==> config.mk <==
export PLATFORM = sky130hd
export DESIGN_NAME = bch_decoder
export DESIGN_NICKNAME = d
export VERILOG_FILES = /design/src/rtl/bch_decoder.sv
export SDC_FILE = /design/constraint.sdc
export NUM_CORES = 1
export LEC_CHECK = 0
export ABC_AREA = 1
export CORE_AREA = 2 2 124 126
export DETAILED_ROUTE_END_ITERATION = 10
export DIE_AREA = 0 0 126 128
export DONT_BUFFER_PORTS = 1
export PLACE_DENSITY = 0.74
export SLEW_MARGIN = 5
export SYNTH_ARGS = -nofsm -noshare
export SYNTH_HDL_FRONTEND = slang
export SYNTH_SLANG_ARGS = --single-unit
==> constraint.sdc <==
create_clock -name clk -period 2.3 [get_ports clk]
set_input_delay 0.46 -clock clk [delete_from_list [all_inputs] [get_ports clk]]
set_output_delay 0.46 -clock clk [all_outputs]
set_load 0.02 [all_outputs]
==> src/rtl/bch_decoder.sv <==
// BCH(63,51) single-error-correcting decoder.
// A received word is divided by g(x) one bit per cycle to form the syndrome,
// then x^i mod g(x) is stepped for i=0..62 and compared against it. The first
// match locates a single error; a nonzero syndrome with no match means two
// errors, which are flagged but left uncorrected.
module bch_decoder (
  input  logic        clk,
  input  logic        rst,
  input  logic [62:0] codeword_in,
  input  logic        codeword_valid,
  output logic        ready_out,
  output logic [50:0] data_out,
  output logic        valid_out,
  output logic        err_detected,
  output logic        err_corrected,
  output logic        err_uncorrectable
);

  localparam int          N        = 63;
  localparam int          K        = 51;
  localparam logic [12:0] GEN_POLY = 13'b1010100111001;

  localparam logic [1:0] S_IDLE   = 2'd0;
  localparam logic [1:0] S_SYND   = 2'd1;
  localparam logic [1:0] S_SEARCH = 2'd2;
  localparam logic [1:0] S_OUT    = 2'd3;

  logic [1:0]   state_q, state_d;
  logic [N-1:0] cw_q, cw_d;
  logic [11:0]  rem_q, rem_d;
  logic [11:0]  p_q, p_d;
  logic [5:0]   idx_q, idx_d;
  logic         match_q, match_d;
  logic [5:0]   pos_q, pos_d;
  logic [K-1:0] data_q, data_d;
  logic         vld_q, vld_d;
  logic         det_q, det_d;
  logic         cor_q, cor_d;
  logic         unc_q, unc_d;
  logic [N-1:0] corr;

  assign ready_out         = (state_q == S_IDLE);
  assign data_out          = data_q;
  assign valid_out         = vld_q;
  assign err_detected      = det_q;
  assign err_corrected     = cor_q;
  assign err_uncorrectable = unc_q;

  // Next-state logic for the decode sequence IDLE -> SYND -> SEARCH -> OUT.
  always_comb begin
    state_d = state_q;
    cw_d    = cw_q;
    rem_d   = rem_q;
    p_d     = p_q;
    idx_d   = idx_q;
    match_d = match_q;
    pos_d   = pos_q;
    data_d  = data_q;
    det_d   = det_q;
    cor_d   = cor_q;
    unc_d   = unc_q;
    vld_d   = 1'b0;
    corr    = cw_q;
    case (state_q)
      S_IDLE: begin
        if (codeword_valid) begin
          cw_d    = codeword_in;
          rem_d   = '0;
          idx_d   = 6'd62;
          match_d = 1'b0;
          pos_d   = '0;
          state_d = S_SYND;
        end
      end
      S_SYND: begin
        // rem = (rem * x + bit) mod g(x); the x^12 overflow folds back via g.
        rem_d = {rem_q[10:0], cw_q[idx_q]} ^ (rem_q[11] ? GEN_POLY[11:0] : 12'h000);
        if (idx_q == 6'd0) begin
          p_d     = 12'h001;
          idx_d   = '0;
          state_d = S_SEARCH;
        end else begin
          idx_d = idx_q - 6'd1;
        end
      end
      S_SEARCH: begin
        // p holds x^i mod g(x); a single error at bit i has exactly that syndrome.
        if (rem_q != 12'h000 && !match_q && p_q == rem_q) begin
          match_d = 1'b1;
          pos_d   = idx_q;
        end
        p_d = {p_q[10:0], 1'b0} ^ (p_q[11] ? GEN_POLY[11:0] : 12'h000);
        if (idx_q == 6'd62) state_d = S_OUT;
        else                idx_d   = idx_q + 6'd1;
      end
      default: begin
        corr    = cw_q ^ (match_q ? (63'b1 << pos_q) : '0);
        cw_d    = corr;
        data_d  = corr[62:12];
        det_d   = (rem_q != 12'h000);
        cor_d   = match_q;
        unc_d   = (rem_q != 12'h000) && !match_q;
        vld_d   = 1'b1;
        state_d = S_IDLE;
      end
    endcase
  end

  // State and output registers; reset aborts any word in flight.
  always_ff @(posedge clk or negedge rst) begin
    if (!rst) begin
      state_q <= S_IDLE;
      cw_q    <= '0;
      rem_q   <= '0;
      p_q     <= '0;
      idx_q   <= '0;
      match_q <= 1'b0;
      pos_q   <= '0;
      data_q  <= '0;
      vld_q   <= 1'b0;
      det_q   <= 1'b0;
      cor_q   <= 1'b0;
      unc_q   <= 1'b0;
    end else begin
      state_q <= state_d;
      cw_q    <= cw_d;
      rem_q   <= rem_d;
      p_q     <= p_d;
      idx_q   <= idx_d;
      match_q <= match_d;
      pos_q   <= pos_d;
      data_q  <= data_d;
      vld_q   <= vld_d;
      det_q   <= det_d;
      cor_q   <= cor_d;
      unc_q   <= unc_d;
    end
  end

endmodule

# Word-level counts from Yosys, hierarchy flattened
# Index checks and enable logic that the tools add are counted.
# op_classes
n_lt_le_gt_ge	1
bitwise	4
n_mux	26
n_reduce_logical	18
add_sub_neg	2
n_eq_ne	9
n_shift	1
# ops
op	n
$mux W63	2
$pmux W63 S2	1
$shl A1 B6 Y63 const A	1
$xor A63 B63 Y63	1
$pmux W12 S2	2
$mux W6	5
$mux W12	2
$xor A12 B11 Y12	2
$mux W11	2
$pmux W6 S3	1
$eq A12 B12 Y1	1
$pmux W6 S2	1
$reduce_bool A12 Y1	1
$ne A2 B2 Y1 const B	5
$reduce_and A3 Y1	3
$lt A6 B7 Y1 const B	1
$add A6 B1 Y6 const B	1
$bmux W1 S6	1
$eq A6 B6 Y1 const B	1
$logic_not A6 Y1	1
$mux W2	3
$pmux W2 S3	1
$reduce_and A2 Y1	3
$reduce_bool A2 Y1	3
other kinds (12)	16
# word_totals
word_cells	73
register_bits	157
out_inout_bits	56

# Depth between registers and ports, before layout
# logic_depth
ltp_word	5
mapped_depth	15

# Worst setup path before layout
# Ideal clock, no wire load.
# synth_path
path_type	reg-to-reg
startpoint	register state_q[0]
endpoint	register cw_q[0]
path_slack_ns	0.425
stages_incl_launch_ff	9
arrival_ns	1.746
setup_time_ns	0.129
path_buffers	2
required_time_ns	2.171
cell_sequence	dfrtp_1 inv_1 ha_1 inv_2 nor2_1 nor2_2 clkbuf_1 buf_2 o22ai_1
# synth_between
elab_cells_between_ends	8
# synth_lines
element	line	text
from (decl)	28	logic [1:0] state_q, state_d;
from (signal assigned)	125	state_q <= state_d;
$logic_not A2 Y1 *	-	
net ready_out	11	output logic ready_out,
$ne A2 B2 Y1 (no source line)	-	
$reduce_and A2 Y1 (no source line)	-	
to (signal assigned)	126	cw_q <= cw_d;
to (decl)	29	logic [N-1:0] cw_q, cw_d;
# The timed path passes the listed nets; every way through them passes the cells marked *.
# A chain may end at the register's enable or synchronous reset.

# Final worst setup path
# layout_path
startpoint	register pos_q[4]
endpoint	register cw_q[18]
# layout_between
elab_chain_cells	4
# layout_lines
element	line	text
from (decl)	34	logic [5:0] pos_q, pos_d;
from (signal assigned)	131	pos_q <= pos_d;
$shl A1 B6 Y63	97	corr = cw_q ^ (match_q ? (63'b1 << pos_q) : '0);
$mux W63	97	
$xor A63 B63 Y63	97	
$pmux W63 S2	64	case (state_q)
# No other way between the ends.

==> flow_metrics.py <==
metrics = {
    "run_status": {
        "outcome": "complete, but fails checks",
        "violations": "negative hold slack",
    },
    "synthesis": {
        "synth_compound_area_frac": 0.159,
        "post-synth-top-count-cell": "nand2_1",
        "synth_top_family_by_area": "simple AND/OR/NAND/NOR gates",
        "syn-instance-count": 1119,
        "synth_seq_area_share": 0.453,
        "synthSimpleGateAreaFrac": 0.215,
        "synth-xor-area-share": 0.0768,
        "avgSynthCellArea_sq_um": 7.74,
        "synth_nets": 1193,
        "synth.distinct_cells": 36,
        "ys_ff_latch": 157,
        "synth_ff_type": "dfrtp_1",
        "synth_fa_ha_area_frac": 0.0116,
        "ys_warn_count": 0,
        "syn-cell-area_sq_um": 8660,
        "yosysTopAreaCell": "dfrtp_1",
        "synthTopCellsByCount": "nand2_1 (287), dfrtp_1 (157), o21ai_0 (115)",
        "synth_mux_area_frac": 0,
        "synth_edf_count": 0,
        "synth_area_leaders": "dfrtp_1 (45%), nand2_1 (12%), o21ai_0 (6.6%), xor2_1 (6.5%), inv_1 (4.5%)",
        "synth.top_cell.area_share": 0.453,
        "synthArstFlopShare": 1.00,
    },
    "sta": {
        "fin_skew_ps": 8.64,
        "fin_crit_sh": 0.903,
        "setup_slack_ps": 223,
        "fin_tns_setup_ps": 0,
        "timing.hold.ws_ps": -290,
        "relSlewSlack": 0.611,
        "clock.fmax_mhz": 481,
        "grt_setup_unrepaired": "false",
        "maxSlewViolCount": 0,
        "setup_viol": 0,
        "period_minus_slack_ps": 2080,
        "hold_viol": 157,
        "worst_pin_slew_ps": 582,
    },
    "worst_setup_path": {
        "startpoint": "pos_q[4]",
        "worstPathRequired_ps": 2610,
        "critical_path_class": "flip-flop to flip-flop",
        "startpoint_type": "flip-flop",
        "reg2reg_to": "cw_q[18]",
        "cp_slowest_stage_delay_ps": 610,
        "r2r_start": "pos_q[4]",
        "rrSetupSlack_ps": 220,
        "worstPathCellList": "nand2_1 -> nor2_1 -> xor2_1 -> nand2_1 -> o211ai_1 -> o21ai_0",
        "crit_arrival_ps": 2380,
        "crit_path_end_kind": "flip-flop",
        "r2r_cells": 6,
        "path_max_fanout": 15,
        "cpMaxStageDelayCell": "dfrtp_1",
        "crit_path_frequent_cell": "nand2_1",
    },
    "clock_network": {
        "cts_setup_buffers": 0,
        "cts_tree": "built",
        "cts_root_buf": "clkbuf_16",
        "clkLatencyLatePin_ps": 440,
        "ctsLongestPathBuffers": 2,
        "cts_resized": 0,
        "cts.sinks": 157,
        "cts_buffers": 17,
        "cts.htree.levels": 4,
        "path_clk_slew_ps": 60,
    },
    "global_route": {
        "grt_pass1_vias": 7078,
        "grt_antenna_before_repair": 0,
        "overflow": 0,
        "met1_usage": 0.401,
        "grt_first_pass_wirelength_mm": 36.6,
        "grt_usage": 0.287,
        "met3_usage": 0.0722,
        "grt_busiest_layer": "met2",
        "grt_max_degree": 158,
        "grt_use_met2": 0.435,
    },
    "place": {
        "port_buffers": 0,
        "dp_cells": 1261,
        "pre_cts_slack_ps": 345,
        "hpwl_mm": 15.6,
        "placed_area_sq_um": 8780,
        "gp_congestion": 0.925,
    },
    "layout": {
        "diodes": 0,
        "layoutNonFillerInstCount": 1293,
        "final_area_sq_um": 9370,
        "num-nets-final": 1166,
        "drive_above_1_share": 0.0597,
        "synthToLayoutAreaGrowth_pct": 8.17,
    },
    "die": {
        "ios": 122,
        "die_area_sq_um": 16100,
        "die_y_microns": 128,
        "fp.dieW_microns": 126,
        "rows": 45,
        "core_region_area_sq_um": 14900,
        "start_util": 0.583,
    },
    "min_path": {
        "hp-class": "primary input to async pin",
    },
    "pwr": {
        "p_sw_frac": 0.470,
        "power.density_nw_per_um2": 1630,
        "pwr-share-seq": 0.344,
        "p_leak_nw": 4.36,
        "vdd_drop_max_v": 0.00132,
        "share_comb_of_total_power": 0.469,
        "clkPwrFrac": 0.187,
        "power.internal_mw": 8.11,
        "p_sw_mw": 7.20,
    },
    "drt": {
        "postRouteAntennaNets": 0,
        "vias_per_cell": 5.76,
        "wl_mm": 22.7,
        "post_drt_wl_per_cell_microns": 17.6,
        "vias": 7451,
        "drc": 0,
        "drt_iter0_drc": 945,
        "firstDrtPassIters": 5,
    },
    "run": {
        "cap_violations": 0,
    },
}
-- critical path: cells and delay by family (launching register included) --
| family | cells | cell delay (ps) |
|---|---|---|
| AO/OA/AOI/OAI | 2 | 220 |
| XOR/XNOR | 1 | 260 |
| AND/OR/NAND/NOR | 3 | 850 |
| flip-flops | 1 | 610 |
-- cells in the final DEF, fill, tap and decap left out, types with 17 or more instances in the layout --
| cell | count |
|---|---|
| a21oi_1 | 30 |
| clkbuf_16 | 17 |
| dfrtp_1 | 157 |
| inv_1 | 104 |
| nand2_1 | 287 |
| nand3_1 | 43 |
| nor2_1 | 102 |
| o211ai_1 | 38 |
| o21ai_0 | 115 |
| o22ai_1 | 40 |
| xor2_1 | 64 |
-- worst max-delay path by stage --
stage                     slack, ps         to
after floorplan                 420    cw_q[0]
after global placement          340   cw_q[50]
after detailed placement        350   cw_q[18]
after CTS                       240  ready_out
after global routing             90   cw_q[18]
final                           220   cw_q[18]
-- cell type report --
| cell class | count | area (sq um) |
|---|---|---|
| Tap cell | 188 | 235 |
| Multi-Input combinational cell | 784 | 4010 |
| Inverter | 114 | 428 |
| Timing Repair Buffer | 18 | 173 |
| Clock buffer | 22 | 484 |
| Sequential cell | 157 | 3930 |
| Clock inverter | 10 | 111 |
| Fill cell | 1310 | 5490 |
-- per-stage QoR --
step / power (mW) / hold slack (ps) / utilization
final: 15.3 / -290 / 0.631
after detailed placement: 12.4 / 169 / 0.590
after CTS: 15.3 / -299 / 0.631
after global routing: 16.5 / -301 / 0.631
after global placement: 12.2 / 169 / 0.590
after floorplan: 10.6 / 164 / -
-- cells by family after synthesis --
family | Yosys count
adder cells (fa/ha/maj) | 8
XOR/XNOR | 76
buffers and inverters | 178
AND/OR/NAND/NOR | 461
AO/OA/AOI/OAI | 239
flip-flops | 157
-- routing by layer --
metal	up-vias	wire, microns
met2	320	10300
met4	0	660
li1	3586	-
met3	54	1940
met5	-	0
met1	3491	9870
-- state kept, by name, summed over array words and instances (netlist names) --
signal,cells
cw_q,63
data_out,51
p_q,12
rem_q,12
idx_q,6
pos_q,6
state_q,2
err_corrected,1
err_detected,1
err_uncorrectable,1
match_q,1
valid_out,1
-- power by group through the flow --
stage,Clock [mW],Combinational [mW],Sequential [mW]
5_1_grt,2.99,8.09,5.40
6_report,2.87,7.18,5.27
2_1_floorplan,0,5.57,5.04
4_1_cts,2.88,7.13,5.27
3_3_place_gp,0,6.92,5.27
3_5_place_dp,0,7.07,5.30
Note: power is estimated with default switching activity, not from simulation.
